`config.mk`:
```
export PLATFORM = sky130hd
export DESIGN_NAME = branch_predictor
export DESIGN_NICKNAME = d
export VERILOG_FILES = /design/src/rtl/bpred_pkg.sv /design/src/rtl/sat_ctr.sv /design/src/rtl/branch_predictor.sv
export SDC_FILE = /design/constraint.sdc
export NUM_CORES = 1
export LEC_CHECK = 0
export ABC_AREA = 1
export CORE_MARGIN = 2
export CORE_UTILIZATION = 50
export CTS_CLUSTER_SIZE = 12
export DETAILED_ROUTE_END_ITERATION = 7
export PLACE_DENSITY = 0.74
export SKIP_LAST_GASP = 1
export SYNTH_ARGS = -nofsm -noshare
export SYNTH_HDL_FRONTEND = slang
export SYNTH_SLANG_ARGS = --single-unit
```
`constraint.sdc`:
```
create_clock -name clk -period 1.6 [get_ports clk]
set_clock_uncertainty 0.05 [all_clocks]
set_input_delay 0.24 -clock clk [delete_from_list [all_inputs] [get_ports clk]]
set_output_delay 0.24 -clock clk [all_outputs]
set_load 0.02 [all_outputs]
```
`src/rtl/bpred_pkg.sv`:
```
// Shared definitions for the branch predictor: default geometry, counter type
// and the weakly-not-taken counter initial value.
package bpred_pkg;

   localparam int PC_W_DEF  = 16;
   localparam int IDX_W_DEF = 4;
   localparam int CTR_W_DEF = 2;

   typedef logic [CTR_W_DEF-1:0] ctr_t;

   // Weakly not-taken: the largest value whose MSB is still 0.
   function automatic int ctr_init(input int w);
      return (32'sd1 <<< (w - 32'sd1)) - 32'sd1;
   endfunction

endpackage

```
`src/rtl/sat_ctr.sv`:
```
// Next-state logic of one saturating up/down counter (no wrap at either end).
module sat_ctr
   import bpred_pkg::*;
#(
   parameter int W = CTR_W_DEF
) (
   input  logic [W-1:0] cur,
   input  logic         up,
   output logic [W-1:0] nxt
);

   // Step toward the requested direction unless already at that rail.
   always_comb begin
      nxt = cur;
      if (up) begin
         if (cur != {W{1'b1}}) begin
            nxt = cur + W'(1'b1);
         end else begin
            nxt = cur;
         end
      end else begin
         if (cur != {W{1'b0}}) begin
            nxt = cur - W'(1'b1);
         end else begin
            nxt = cur;
         end
      end
   end

endmodule

```
`src/rtl/branch_predictor.sv`:
```
// Bimodal / gshare branch direction predictor with a one-cycle lookup.
// Optional statistics counters are enabled by defining BPRED_STATS_EN.
module branch_predictor
   import bpred_pkg::*;
#(
   parameter int PC_W   = PC_W_DEF,
   parameter int IDX_W  = IDX_W_DEF,
   parameter int CTR_W  = CTR_W_DEF,
   parameter int GSHARE = 0
) (
   input  logic             clk,
   input  logic             rst,
   input  logic             lkp_valid,
   input  logic [PC_W-1:0]  lkp_pc,
   output logic             pred_valid,
   output logic             pred_taken,
   output logic [IDX_W-1:0] pred_idx,
   input  logic             upd_valid,
   input  logic [IDX_W-1:0] upd_idx,
   input  logic             upd_taken,
   input  logic             upd_mispredict,
`ifdef BPRED_STATS_EN
   output logic [15:0]      stat_branches,
   output logic [15:0]      stat_mispred,
`endif
   input  logic             clear
);

   localparam int               ENTRIES  = 2 ** IDX_W;
   localparam logic [CTR_W-1:0] CTR_INIT = CTR_W'(ctr_init(CTR_W));

   logic [CTR_W-1:0] ctr_r [ENTRIES];
   logic [IDX_W-1:0] ghr_s;
   logic [IDX_W-1:0] lkp_idx_s;
   logic [CTR_W-1:0] upd_cur_s;
   logic [CTR_W-1:0] upd_nxt_s;
   logic             pred_valid_r;
   logic             pred_taken_r;
   logic [IDX_W-1:0] pred_idx_r;
   logic             unused_s;

   // Bit 0 of the PC is ignored (half-word aligned instructions).
   assign lkp_idx_s = lkp_pc[IDX_W:1] ^ ghr_s;
   assign upd_cur_s = ctr_r[upd_idx];
   assign unused_s  = ^{lkp_pc[PC_W-1:IDX_W+1], lkp_pc[0], upd_mispredict};

   sat_ctr #(.W(CTR_W)) u_upd_ctr (
      .cur (upd_cur_s),
      .up  (upd_taken),
      .nxt (upd_nxt_s)
   );

   if (GSHARE != 0) begin : g_ghr
      logic [IDX_W-1:0] ghr_r;

      // Global history, updated only with resolved outcomes.
      always_ff @(posedge clk or negedge rst) begin
         if (!rst) begin
            ghr_r <= {IDX_W{1'b0}};
         end else if (clear) begin
            ghr_r <= {IDX_W{1'b0}};
         end else if (upd_valid) begin
            ghr_r <= IDX_W'({ghr_r, upd_taken});
         end
      end

      assign ghr_s = ghr_r;
   end else begin : g_no_ghr
      assign ghr_s = {IDX_W{1'b0}};
   end

   // Counter table; the lookup reads the pre-update value of this same edge.
   always_ff @(posedge clk or negedge rst) begin
      if (!rst) begin
         for (int i = 0; i < ENTRIES; i++) ctr_r[i] <= CTR_INIT;
      end else if (clear) begin
         for (int i = 0; i < ENTRIES; i++) ctr_r[i] <= CTR_INIT;
      end else if (upd_valid) begin
         ctr_r[upd_idx] <= upd_nxt_s;
      end
   end

   // Registered prediction outputs.
   always_ff @(posedge clk or negedge rst) begin
      if (!rst) begin
         pred_valid_r <= 1'b0;
         pred_taken_r <= 1'b0;
         pred_idx_r   <= {IDX_W{1'b0}};
      end else if (clear) begin
         pred_valid_r <= 1'b0;
         pred_taken_r <= 1'b0;
         pred_idx_r   <= {IDX_W{1'b0}};
      end else begin
         pred_valid_r <= lkp_valid;
         if (lkp_valid) begin
            pred_taken_r <= ctr_r[lkp_idx_s][CTR_W-1];
            pred_idx_r   <= lkp_idx_s;
         end
      end
   end

   assign pred_valid = pred_valid_r;
   assign pred_taken = pred_taken_r;
   assign pred_idx   = pred_idx_r;

`ifdef BPRED_STATS_EN
   logic [15:0] stat_branches_r;
   logic [15:0] stat_mispred_r;

   // Saturating resolved-branch and mispredict counters.
   always_ff @(posedge clk or negedge rst) begin
      if (!rst) begin
         stat_branches_r <= 16'h0000;
         stat_mispred_r  <= 16'h0000;
      end else if (clear) begin
         stat_branches_r <= 16'h0000;
         stat_mispred_r  <= 16'h0000;
      end else if (upd_valid) begin
         if (stat_branches_r != 16'hFFFF) stat_branches_r <= stat_branches_r + 16'h0001;
         if (upd_mispredict && (stat_mispred_r != 16'hFFFF)) begin
            stat_mispred_r <= stat_mispred_r + 16'h0001;
         end
      end
   end

   assign stat_branches = stat_branches_r;
   assign stat_mispred  = stat_mispred_r;
`endif

endmodule

```
# After elaboration in Yosys (flattened, before gate mapping)
# Cells that the tools add are included.
[totals] ff_bits=38 elab_cells=50
[op_classes] n_eq_ne=1 n_bitwise=2 order_cmp=3 reduce_logical=4 muxes=19 addsub=2
[op_table] operator="2-to-1 mux 32 bit" count=2
[op_table] operator="bitwise mux 32 bit" count=1
[op_table] operator="binary-select mux 2 bit (select 4 bit)" count=2
[op_table] operator="2-to-1 mux 2 bit" count=8
[op_table] operator="greater-or-equal comparator 5 bit (second input constant)" count=2
[op_table] operator="inverter 4 -> 5 bit" count=2
[op_table] operator="demux 2 bit (select 4 bit)" count=1
[op_table] operator="2-to-1 mux 4 bit" count=2
[op_table] operator="nonzero test 2 bit" count=3
[op_table] operator="less-than comparator 5 x 1 -> 1 bit (second input constant)" count=1
[op_table] operator="2-to-1 mux 1 bit" count=3
[op_table] operator="adder 2 x 1 -> 2 bit (second input constant)" count=1
[op_table] operator="!= test 2 bit (second input constant)" count=1
[op_table] operator="subtractor 2 x 1 -> 2 bit (second input constant)" count=1
[op_table] operator="logical AND 1 bit" count=1

# Depth between registers and ports, before layout
# Gate-level depths: netlist of the first run.
[logic_depth] word_depth=10 ltp_mapped=17

# Modules after synthesis
# Synthesis of the first run repeated with hierarchy kept, for this count alone.
[hier_totals] hier_cells=283 hier_area_um2=2040.7
[modules_own_cells] mod="branch_predictor" seq_area_each_um2=970.9 cells_each=277 n_inst=1 area_each_um2=2015.7
[modules_own_cells] mod="sat_ctr" seq_area_each_um2=0.0 cells_each=6 n_inst=1 area_each_um2=25.0

# Least setup slack after synthesis of the first run
# No wires, ideal clock.
[synth_timing] path_type="in2reg" startpoint="input port upd_idx[0]" endpoint="register ctr_r[14] in the netlist's numbering" path_stages=17 t_required_ps=1478 setup_time_ps=72 arrival_time_ps=1374 setup_slack_ps=104 path_cell_list="buf_6 -> inv_8 -> buf_6 -> nand2_1 -> nand2_1 -> nand2_1 -> nand2_1 -> nand2_1 -> nand2_1 -> inv_1 -> nand2_2 -> nand2_1 -> nand2_2 -> buf_6 -> nand3_2 -> nand2_1 -> inv_1"
[synth_between] elab_chain_len=10
[synth_lines] item="start, declared" line_no="branch_predictor.sv:19" text="input logic [IDX_W-1:0] upd_idx,"
[synth_lines] item="inverter 4 -> 5 bit (implied by the code) (*)" line_no="branch_predictor.sv:44, branch_predictor.sv:79"
[synth_lines] item="binary-select mux 2 bit (select 4 bit)" line_no="branch_predictor.sv:44" text="assign upd_cur_s = ctr_r[upd_idx];"
[synth_lines] item="2-to-1 mux 2 bit (implied by the code) (2 in a row)" line_no="branch_predictor.sv:44"
[synth_lines] item="subtractor 2 x 1 -> 2 bit (tied with other cells)" line_no="sat_ctr.sv:23" text="nxt = cur - W'(1'b1);"
[synth_lines] item="2-to-1 mux 2 bit, on equally long branches" line_no="sat_ctr.sv:22, sat_ctr.sv:16"
[synth_lines] item="2-to-1 mux 2 bit" line_no="sat_ctr.sv:15" text="if (up) begin"
[synth_lines] item="bitwise mux 32 bit (*)" line_no="branch_predictor.sv:79" text="ctr_r[upd_idx] <= upd_nxt_s;"
[synth_lines] item="2-to-1 mux 32 bit (*)" line_no="branch_predictor.sv:78" text="end else if (upd_valid) begin"
[synth_lines] item="2-to-1 mux 32 bit (*)" line_no="branch_predictor.sv:76" text="end else if (clear) begin"
[synth_lines] item="end signal, assigned by index" line_no="branch_predictor.sv:79"
[synth_lines] item="end, declared" line_no="branch_predictor.sv:32" text="logic [CTR_W-1:0] ctr_r [ENTRIES];"
# Every way passes the cells marked *; elsewhere a longest branch is shown, timed or not. The select of a mux whose other input is x is not followed.
# A chain may end at the register's enable or synchronous reset.

# Worst setup path after layout of the first run
[layout_timing] startpoint="register ctr_r[30] in the netlist's numbering" endpoint="register ctr_r[20] in the netlist's numbering"
[layout_between] elab_chain_len=9
[layout_lines] item="binary-select mux 2 bit (select 4 bit) (*)" line_no="branch_predictor.sv:44"
[layout_lines] item="2-to-1 mux 2 bit (implied by the code) (*) (2 in a row)" line_no="branch_predictor.sv:44"
[layout_lines] item="subtractor 2 x 1 -> 2 bit (tied with other cells)" line_no="sat_ctr.sv:23"
[layout_lines] item="2-to-1 mux 2 bit, on equally long branches" line_no="sat_ctr.sv:22, sat_ctr.sv:16"
[layout_lines] item="2-to-1 mux 2 bit (*)" line_no="sat_ctr.sv:15"
[layout_lines] item="bitwise mux 32 bit (*)" line_no="branch_predictor.sv:79"
[layout_lines] item="2-to-1 mux 32 bit (*)" line_no="branch_predictor.sv:78"
[layout_lines] item="2-to-1 mux 32 bit (*)" line_no="branch_predictor.sv:76"
# Marks and branches as above.

==> reports/results.tsv, run 1 <==
stage	metric	value	unit
yosys	synth_fp_nets	400	
power_and_ir_drop	total_power	2510	uW
critical_path	path_class	register to register	
critical_path	end_kind	register	
placement	numPortBuffers	19	
critical_path	crit_path_start_kind	register	
cts	cts_tree	done	
cts	insertion_delay	0.30	ns
critical_path	cp_top_family	simple AND/OR/NAND/NOR gates	
grt	gr-total-overflow	0	
yosys	avgSynthCellArea	6.67	sq um
critical_path	r2r_start	ctr_r[30]$_DFFE_PN1P_	
floorplanning	coreArea	0.00475	sq mm
critical_path	worstSetupStartpoint	ctr_r[30]$_DFFE_PN1P_	
grt	track_usage	28.7	%
critical_path	crit_buf_inv	4	
run_status	status	finished with violations	
finish	num-nets-final	466	
routing	ant_nets	0	
yosys	yosysTopAreaCellShare	26.6	%
routing	drt_pass1_iterations	7	
cts	clk_pin_slew	0.08	ns
finish	design_area	0.00339	sq mm
floorplanning	dieArea	0.00555	sq mm
power_and_ir_drop	leakage	0.00187	uW
critical_path	cpMostUsedCell	nand2_2	
power_and_ir_drop	ir_worst_vdd	0.000520	V
floorplanning	rows	25	
finish	n_antenna_cell	0	
power_and_ir_drop	power.share.clock	39.7	%
finish	final_cells	507	
yosys	syn_area	0.00249	sq mm
routing	drc	0	
timing	hold_viol_final	0	
power_and_ir_drop	combPwrFrac	20.2	%
critical_path	slowest_delay	0.57	ns
critical_path	crit_required	1.79	ns
routing	vias	2693	
timing	max-slew-margin-rel	68.1	%
yosys	ys_warn_count	0	
critical_path	slowest_stage	dfstp_2	
grt	grt_pass1_vias	2502	
floorplanning	chipWidth	74.5	um
finish	fillers	373	
timing	drv_slew	0	
grt	grt_pass1_wl	11900	um
min_path	hold_path_class	input port to asynchronous set/reset pin	
finish	layout-drive-gt1-share	25.5	%
critical_path	worstPathMaxFanout	5	
finish	finish.utilization	71.2	%
placement	placed_area	0.00305	sq mm
power_and_ir_drop	p_seq_share	40.1	%
cts	cts-buffers-inserted	5	
finish	final_cell_mix	nand2_1 (166), inv_1 (46), buf_4 (41)	
timing	period_share	112	%
routing	wire_per_inst	15.2	um
cts	clockBufferDepth	2	
critical_path	worst-endpoint-arrival	1.99	ns
grt	antenna_found_initial	0	
grt	grt_max_degree	21	
cts	cts-root-buf	clkbuf_8	
routing	viasPerCell	5.31	
critical_path	critical_path.cell_chain	nand2_2 > nand2_2 > nand2_2 > nand2_1 > nand2_1 > nand2_1 > inv_1 > nand2_2 > nand2_2 > nand2_4 > buf_12 > buf_12 > nand3_2 > nand2_1 > inv_1	
placement	dp_hpwl	5130	um
finish	final_common_cell	nand2_1	
power_and_ir_drop	net-switching-power	676	uW
power_and_ir_drop	power_density	740	mW/mm^2
finish	area_growth	36.2	%
yosys	syn_inst	373	
timing	layout_setup_ws	-0.193	ns
yosys	yosys.cell_types.count	26	
power_and_ir_drop	switching_share	27.0	%
timing	fmax	558	MHz
placement	place_congestion	0.906	
yosys	synth-seq-cells	38	
power_and_ir_drop	p_int	1830	uW
placement	place_inst	491	
yosys	yosys.area.top_type	nand2_1	
routing	drt-initial-drc-count	349	
timing	tightest_slew	0.478	ns
cts	clock-sinks	38	
timing	setup_viol	32	
floorplanning	start_util	52.3	%
floorplanning	die_h	74.5	um
routing	wirelength	7720	um
floorplanning	ioPinCount	33	
timing	period_minus_slack	1.79	ns
cts	cts-htree-levels	2	
timing	rsz0062_at_grt	true	
yosys	synth_area_leaders	nand2_1 (27%), dfrtp_1 (22%), dfstp_2 (17%), inv_1 (7.1%), nand3_2 (4.4%)	
yosys	ys_seq_area_share	39.1	%
job	max_cap_violations	0	
run_status	failed_checks	setup timing	
final timing paths:
kind                                         endpoint  slack (ns)  cells past startpoint
worst max register to register  ctr_r[20]$_DFFE_PN1P_       -0.19                     15
worst min-delay path            ctr_r[31]$_DFFE_PN0P_        0.38                      2
min in group clk                ctr_r[23]$_DFFE_PN0P_        0.46                      2
max in group asynchronous        ctr_r[9]$_DFFE_PN0P_        0.65                      3
worst min register to register  ctr_r[23]$_DFFE_PN0P_        0.46                      2
worst max-delay path            ctr_r[20]$_DFFE_PN1P_       -0.19                     15
cells by family after synthesis:
group | share of synthesized area, %
and+or+nand+nor | 41.0
buffers and inverters | 12.1
DFF | 39.1
AOI/OAI and AO/OA | 7.85
registers in the layout (all words and copies together) (netlist names):
| name | cells |
|---|---|
| ctr_r | 32 |
| pred_idx | 4 |
| pred_taken | 1 |
| pred_valid | 1 |
per-layer routing:
layer / global-route usage (%) / wire length, um / share of wire (%) / vias up
met3: 6.37 / 714 / 9.2 / 41
met5: 0 / 0 / 0 / -
met4: 11.5 / 345 / 4.5 / 0
met2: 47.3 / 3620 / 47 / 168
li1: - / - / - / 1286
met1: 36.7 / 3050 / 39 / 1198
power by group through the flow:
stage                     Sequential [uW]  Clock, uW  Combinational (uW)
after detailed placement             1020          0                 417
after CTS                            1000       1020                 479
final                                1000        996                 507
after global placement               1020          0                 412
after global routing                 1010       1050                 548
after floorplan                      1030          0                 216
final cells by class:
| type | instances | area, sq um | share of cell area (%) |
|---|---|---|---|
| clock buffers | 5 | 68.8 | 2.03 |
| inverters | 51 | 204 | 6.02 |
| multi-input cells | 272 | 1290 | 38.1 |
| flip-flops and latches | 38 | 971 | 28.7 |
| repair buffers | 71 | 699 | 20.7 |
| clock inverters | 3 | 68.8 | 2.03 |
| well taps | 67 | 83.8 | 2.48 |
metrics by stage:
step / worst slack (ns) / hold slack (ns) / setup TNS, ns
floorplan: 0.104 / -0.106 / 0
global placement: -0.500 / 0.165 / -14.35
detailed placement: -0.547 / 0.175 / -15.36
CTS: -0.0765 / 0.381 / -0.691
global route: -0.313 / 0.421 / -6.75
finish: -0.193 / 0.379 / -4.13
synthesized netlist by cell type:
| master | n |
|---|---|
| a31oi_1 | 6 |
| o211ai_1 | 1 |
| clkinv_2 | 1 |
| nand3_2 | 11 |
| nor3_2 | 1 |
| inv_2 | 2 |
| nand4_1 | 2 |
| inv_1 | 47 |
| clkbuf_1 | 6 |
| nand2_1 | 176 |
| nor4_1 | 3 |
| o21ai_0 | 8 |
| o22ai_1 | 4 |
| or2_2 | 1 |
| a21oi_1 | 10 |
| nor3_1 | 8 |
| nor2_2 | 1 |
| nand2_2 | 5 |
| dfstp_2 | 16 |
| dfrtp_1 | 22 |
| nand2_4 | 1 |
| nand3_1 | 2 |
| buf_6 | 7 |
| o221ai_1 | 4 |
| inv_8 | 1 |
| nor2_1 | 27 |
timing repair:
| item | CTS | global route |
|---|---|---|
| setup buffers | 5 | 1 |
| cloned | 1 | 1 |
| setup endpoints to repair | 32 | 35 |
| endpoints found under the hold margin | 3 | 0 |
| pin swaps | 2 | 6 |
| hold buffers | 1 | 0 |
| resized for setup | 8 | 17 |
Power figures use the tool's default switching activity.
==> inputs of run 2 (changes only) <==
--- a/config.mk
+++ b/config.mk
@@ -7,10 +7,10 @@
 export LEC_CHECK = 0
 export ABC_AREA = 1
 export CORE_MARGIN = 2
-export CORE_UTILIZATION = 50
+export CORE_UTILIZATION = 55
 export CTS_CLUSTER_SIZE = 12
 export DETAILED_ROUTE_END_ITERATION = 7
-export PLACE_DENSITY = 0.74
+export PLACE_DENSITY = 0.8
 export SKIP_LAST_GASP = 1
 export SYNTH_ARGS = -nofsm -noshare
 export SYNTH_HDL_FRONTEND = slang
==> reports/results.tsv, run 2 (synthesis results as in run 1) <==
stage	metric	value	unit
run_status	status	finished with violations	
run_status	failed_checks	setup timing	
floorplanning	die_h	71.2	um
finish	layout-drive-gt1-share	24.0	%
routing	viasPerCell	5.42	
finish	final_cell_mix	nand2_1 (171), inv_1 (44), buf_4 (37)	
floorplanning	chipWidth	71.2	um
finish	n_antenna_cell	0	
routing	drt-initial-drc-count	268	
critical_path	critical_path.cell_chain	nand2_1 > nand2_1 > nand2_1 > nand2_1 > nand2_1 > nand2_1 > inv_1 > nand2_2 > nand2_2 > nand2_4 > buf_6 > nand3_2 > nand2_1 > inv_1	
cts	clk_pin_slew	0.07	ns
critical_path	r2r-end	ctr_r[14]$_DFFE_PN1P_	
floorplanning	start_util	57.1	%
floorplanning	dieArea	0.00507	sq mm
routing	drt_pass1_iterations	5	
timing	hold_viol_final	0	
placement	place_ws	-0.508	ns
cts	clock-sinks	38	
timing	period_minus_slack	1.68	ns
placement	numPortBuffers	19	
critical_path	slowest_stage	dfstp_2	
grt	track_usage	29.0	%
placement	place_congestion	1.03	
finish	fillers	343	
critical_path	worstRegToRegCells	14	
job	max_cap_violations	0	
finish	regArea	971	sq um
finish	regMostFlops	ctr_r	
finish	final_common_cell	nand2_1	
cts	cts-buffers-inserted	5	
timing	layout_setup_ws	-0.0755	ns
critical_path	worstPathMaxFanout	5	
cts	cts-htree-levels	2	
power_and_ir_drop	power_density	670	mW/mm^2
critical_path	crit_required	1.77	ns
power_and_ir_drop	ir_worst_vdd	0.000528	V
placement	dp_hpwl	5100	um
finish	multi_input_area	0.00126	sq mm
routing	vias	2629	
power_and_ir_drop	total_power	2140	uW
finish	largest_reg_flops	32	
finish	area_growth	28.4	%
routing	drc	0	
power_and_ir_drop	leakage	0.00175	uW
grt	grt_pass1_wl	11500	um
cts	insertion_delay	0.29	ns
critical_path	slowest_delay	0.53	ns
cts	cts_tree	done	
critical_path	rrSetupSlack	-0.08	ns
min_path	hold_path_class	input port to asynchronous set/reset pin	
grt	gr-total-overflow	0	
timing	setup_viol	28	
routing	wire_per_inst	14.6	um
critical_path	worst-endpoint-arrival	1.85	ns
timing	drv_slew	0	
timing	rsz0062_at_grt	true	
timing	tightest_slew	0.474	ns
floorplanning	coreArea	0.00435	sq mm
floorplanning	rows	24	
routing	wirelength	7090	um
critical_path	crit_path_start_kind	register	
timing	max-slew-margin-rel	68.4	%
floorplanning	ioPinCount	33	
critical_path	end_kind	register	
critical_path	r2r_start	ctr_r[12]$_DFFE_PN1P_	
critical_path	path_class	register to register	
timing	period_share	105	%
grt	antenna_found_initial	0	
grt	grt_pass1_vias	2468	
critical_path	cpMostUsedCell	nand2_1	
cts	clockBufferDepth	2	
cts	cts-root-buf	clkbuf_8	
timing	fmax	597	MHz
grt	grt_max_degree	21	
routing	ant_nets	0	
finish	num-nets-final	459	
[run 2: cell types whose count changed in the layout (fill, tap and decap cells not counted), moves of 3 or more]
cell	before	now
buf_12	9	3
buf_4	41	37
buf_6	1	4
dlymetal6s2s_1	3	0
nand2_1	166	171
nand2_2	13	9
[run 2: worst max-delay path by stage]
| stage | slack (ns) | start | to |
|---|---|---|---|
| finish | -0.08 | ctr_r[12]$_DFFE_PN1P_ | ctr_r[14]$_DFFE_PN1P_ |
| global route | -0.17 | ctr_r[12]$_DFFE_PN1P_ | ctr_r[12]$_DFFE_PN1P_ |
| CTS | -0.004 | ctr_r[2]$_DFFE_PN1P_ | ctr_r[20]$_DFFE_PN1P_ |
| detailed placement | -0.51 | upd_idx[0] | ctr_r[26]$_DFFE_PN1P_ |
| global placement | -0.47 | upd_idx[0] | ctr_r[30]$_DFFE_PN1P_ |
| floorplan | 0.10 | upd_idx[0] | ctr_r[14]$_DFFE_PN1P_ |
[run 2: final cells by class]
type | instances | area share, %
Clock buffer | 7 | 2.70
Tap cell | 52 | 2.04
Clock inverter | 1 | 0.157
Multi-Input combinational cell | 271 | 39.4
Timing Repair Buffer | 65 | 18.9
Sequential cell | 38 | 30.4
Inverter | 51 | 6.39
[run 2: metal layers]
layer / global-route usage (%) / part of all wire [%] / vias up
li1: - / - / 1270
met1: 38.5 / 41 / 1214
met2: 47.6 / 47 / 122
met3: 4.92 / 8.6 / 23
met4: 11.3 / 3.0 / 0
met5: 0 / 0 / -
[run 2: through the flow]
stage	std cells	util, %	area, sq um	hold slack (ns)	setup TNS, ns
6_report	485	73.3	3190	0.396	-0.964
4_1_cts	482	72.2	3150	0.408	-0.00921
5_1_grt	485	73.3	3190	0.427	-3.81
3_5_place_dp	471	68.3	2970	0.165	-15.12
3_3_place_gp	471	68.3	2970	0.161	-13.94
2_1_floorplan	373	-	2490	-0.106	0
[run 2: critical path: cells and delay by family (launching register included)]
family / cells / cell delay (ns)
simple gates: 11 / 0.80
flops: 1 / 0.53
buf+inv: 3 / 0.25
[run 2: report_power, final]
part | internal (uW) | switching (uW) | leakage [uW]
Combinational | 186 | 268 | 0.00123
Clock | 348 | 333 | 0.0000482
Sequential | 992 | 13.8 | 0.000471
[run 2: repair_timing]
item	4_1_cts	5_1_grt
gates cloned	1	0
setup endpoints to repair	32	32
setup buffers	1	3
pin swaps	5	0
hold endpoints to repair	6	0
hold buffers	1	0
resized for setup	14	10
==> inputs of run 3 (changes only) <==
--- a/config.mk
+++ b/config.mk
@@ -6,6 +6,8 @@
 export NUM_CORES = 1
 export LEC_CHECK = 0
 export ABC_AREA = 1
+export ABC_CLOCK_PERIOD_IN_PS = 1600
+export CORE_ASPECT_RATIO = 1.4
 export CORE_MARGIN = 2
 export CORE_UTILIZATION = 55
 export CTS_CLUSTER_SIZE = 12
==> reports/results.tsv, run 3 (synthesis results as in run 1) <==
stage	metric	value	unit
run_status	status	finished with violations	
run_status	failed_checks	setup timing	
cts	clockBufferDepth	2	
timing	layout_setup_ws	-0.0979	ns
finish	final_common_cell	nand2_1	
cts	clk_pin_slew	0.07	ns
timing	tightest_slew	0.433	ns
timing	max-slew-margin-rel	71.1	%
power_and_ir_drop	net-switching-power	659	uW
placement	place_congestion	0.940	
floorplanning	die_h	83.6	um
critical_path	worstSetupStartpoint	ctr_r[16]$_DFFE_PN1P_	
routing	drt_pass1_iterations	7	
power_and_ir_drop	total_power	2500	uW
grt	gr-total-overflow	0	
finish	layout-drive-gt1-share	26.6	%
critical_path	end_kind	register	
floorplanning	chipWidth	60.8	um
power_and_ir_drop	p_seq_share	40.2	%
cts	clock-sinks	38	
floorplanning	dieArea	0.00508	sq mm
timing	rsz0062_at_grt	true	
power_and_ir_drop	combPwrFrac	18.9	%
grt	grt_max_degree	28	
finish	final_cell_mix	nand2_1 (165), inv_1 (43), buf_4 (37)	
finish	n_antenna_cell	0	
power_and_ir_drop	p_int	1840	uW
floorplanning	start_util	58.2	%
finish	finish.utilization	77.1	%
cts	cts-htree-levels	2	
routing	ant_nets	0	
finish	area_growth	32.5	%
timing	hold_viol_final	0	
critical_path	crit_required	1.79	ns
routing	drc	0	
grt	antenna_found_initial	0	
routing	viasPerCell	5.50	
critical_path	worst-endpoint-arrival	1.89	ns
routing	drt-initial-drc-count	271	
finish	largest_reg_flops	32	
grt	grt_pass1_wl	12100	um
power_and_ir_drop	power_density	760	mW/mm^2
routing	wire_per_inst	15.1	um
routing	vias	2727	
timing	whs	0.368	ns
grt	grt_pass1_vias	2668	
power_and_ir_drop	switching_share	26.3	%
routing	wirelength	7470	um
timing	drv_slew	0	
critical_path	worstPathMaxFanout	7	
cts	cts-buffers-inserted	5	
timing	setup_viol	32	
floorplanning	rows	28	
job	max_cap_violations	0	
power_and_ir_drop	power.share.clock	40.9	%
floorplanning	coreArea	0.00427	sq mm
placement	dp_hpwl	4950	um
min_path	hold_path_class	input port to asynchronous set/reset pin	
placement	place_inst	480	
placement	place_ws	-0.533	ns
placement	numPortBuffers	19	
cts	cts_tree	done	
floorplanning	ioPinCount	33	
finish	num-nets-final	462	
timing	period_share	106	%
critical_path	crit_path_start_kind	register	
timing	period_minus_slack	1.70	ns
grt	track_usage	31.5	%
finish	final_cells	496	
cts	insertion_delay	0.30	ns
power_and_ir_drop	ir_worst_vdd	0.000616	V
critical_path	path_class	register to register	
finish	fillers	314	
timing	fmax	589	MHz
finish	regMostFlops	ctr_r	
cts	cts-root-buf	clkbuf_8	
critical_path	r2r_start	ctr_r[16]$_DFFE_PN1P_	
power_and_ir_drop	leakage	0.00181	uW
-- run 3: path summary, 6_finish.rpt --
check / to / cells after the start / slack, ns
setup / recovery: ctr_r[18]$_DFFE_PN1P_ / 14 / -0.1
hold / removal: ctr_r[17]$_DFFE_PN0P_ / 2 / 0.37
setup reg to reg: ctr_r[18]$_DFFE_PN1P_ / 14 / -0.1
hold reg to reg: ctr_r[7]$_DFFE_PN0P_ / 2 / 0.46
max in group asynchronous: ctr_r[24]$_DFFE_PN1P_ / 3 / 0.61
min in group clk: ctr_r[7]$_DFFE_PN0P_ / 2 / 0.46
-- run 3: final cells by class --
| cell class | count | area, sq um | area share (%) |
|---|---|---|---|
| multi-input cells | 272 | 1300 | 39.5 |
| flip-flops and latches | 38 | 971 | 29.5 |
| repair buffers | 66 | 593 | 18.0 |
| inverters | 51 | 204 | 6.19 |
| clock buffers | 6 | 82.6 | 2.51 |
| well taps | 60 | 75.1 | 2.28 |
| clock inverters | 2 | 60.1 | 1.82 |
| repair inverters | 1 | 6.26 | 0.190 |
-- run 3: what timing repair did --
item                                    4_1_cts  5_1_grt
buffers inserted                              1        3
endpoints found under the setup margin       32       33
resized for setup                            21       20
cloned                                        3        0
hold endpoints to repair                      2        0
pin swaps                                     4       10
hold buffers                                  1        0
-- run 3: layer usage --
layer / wire length (um) / part of all wire, % / GRT usage (%) / vias to the layer above
met5: 0 / 0 / 0 / -
met4: 514 / 6.9 / 18.8 / 0
met3: 617 / 8.3 / 5.74 / 48
met2: 3650 / 49 / 52.2 / 176
met1: 2680 / 36 / 36.1 / 1227
li1: - / - / - / 1276
-- run 3: power groups by stage --
stage / logic, uW / registers, uW / clock network [uW]
finish: 474 / 1010 / 1020
global route: 510 / 1010 / 1080
CTS: 447 / 1000 / 1030
detailed placement: 402 / 1020 / 0
global placement: 396 / 1020 / 0
floorplan: 216 / 1030 / 0
-- run 3: stage by stage --
step	area [sq um]	TNS [ns]
floorplan	2490	0
global placement	2980	-14.52
detailed placement	2980	-15.19
CTS	3230	-1.15
global route	3290	-4.70
finish	3290	-1.50
-- run 3: worst max-delay path, cell delays in order, from the launching register on --
cell     delay, ns
dfstp_2       0.55
nand2_2       0.06
nand2_2       0.06
nand2_1       0.06
nand2_1       0.09
nand2_2       0.07
nand2_2       0.09
inv_2         0.04
nand2_2       0.07
nand2_2       0.07
nand2_4       0.14
buf_6         0.14
nand3_2       0.05
nand2_1       0.07
inv_1         0.04
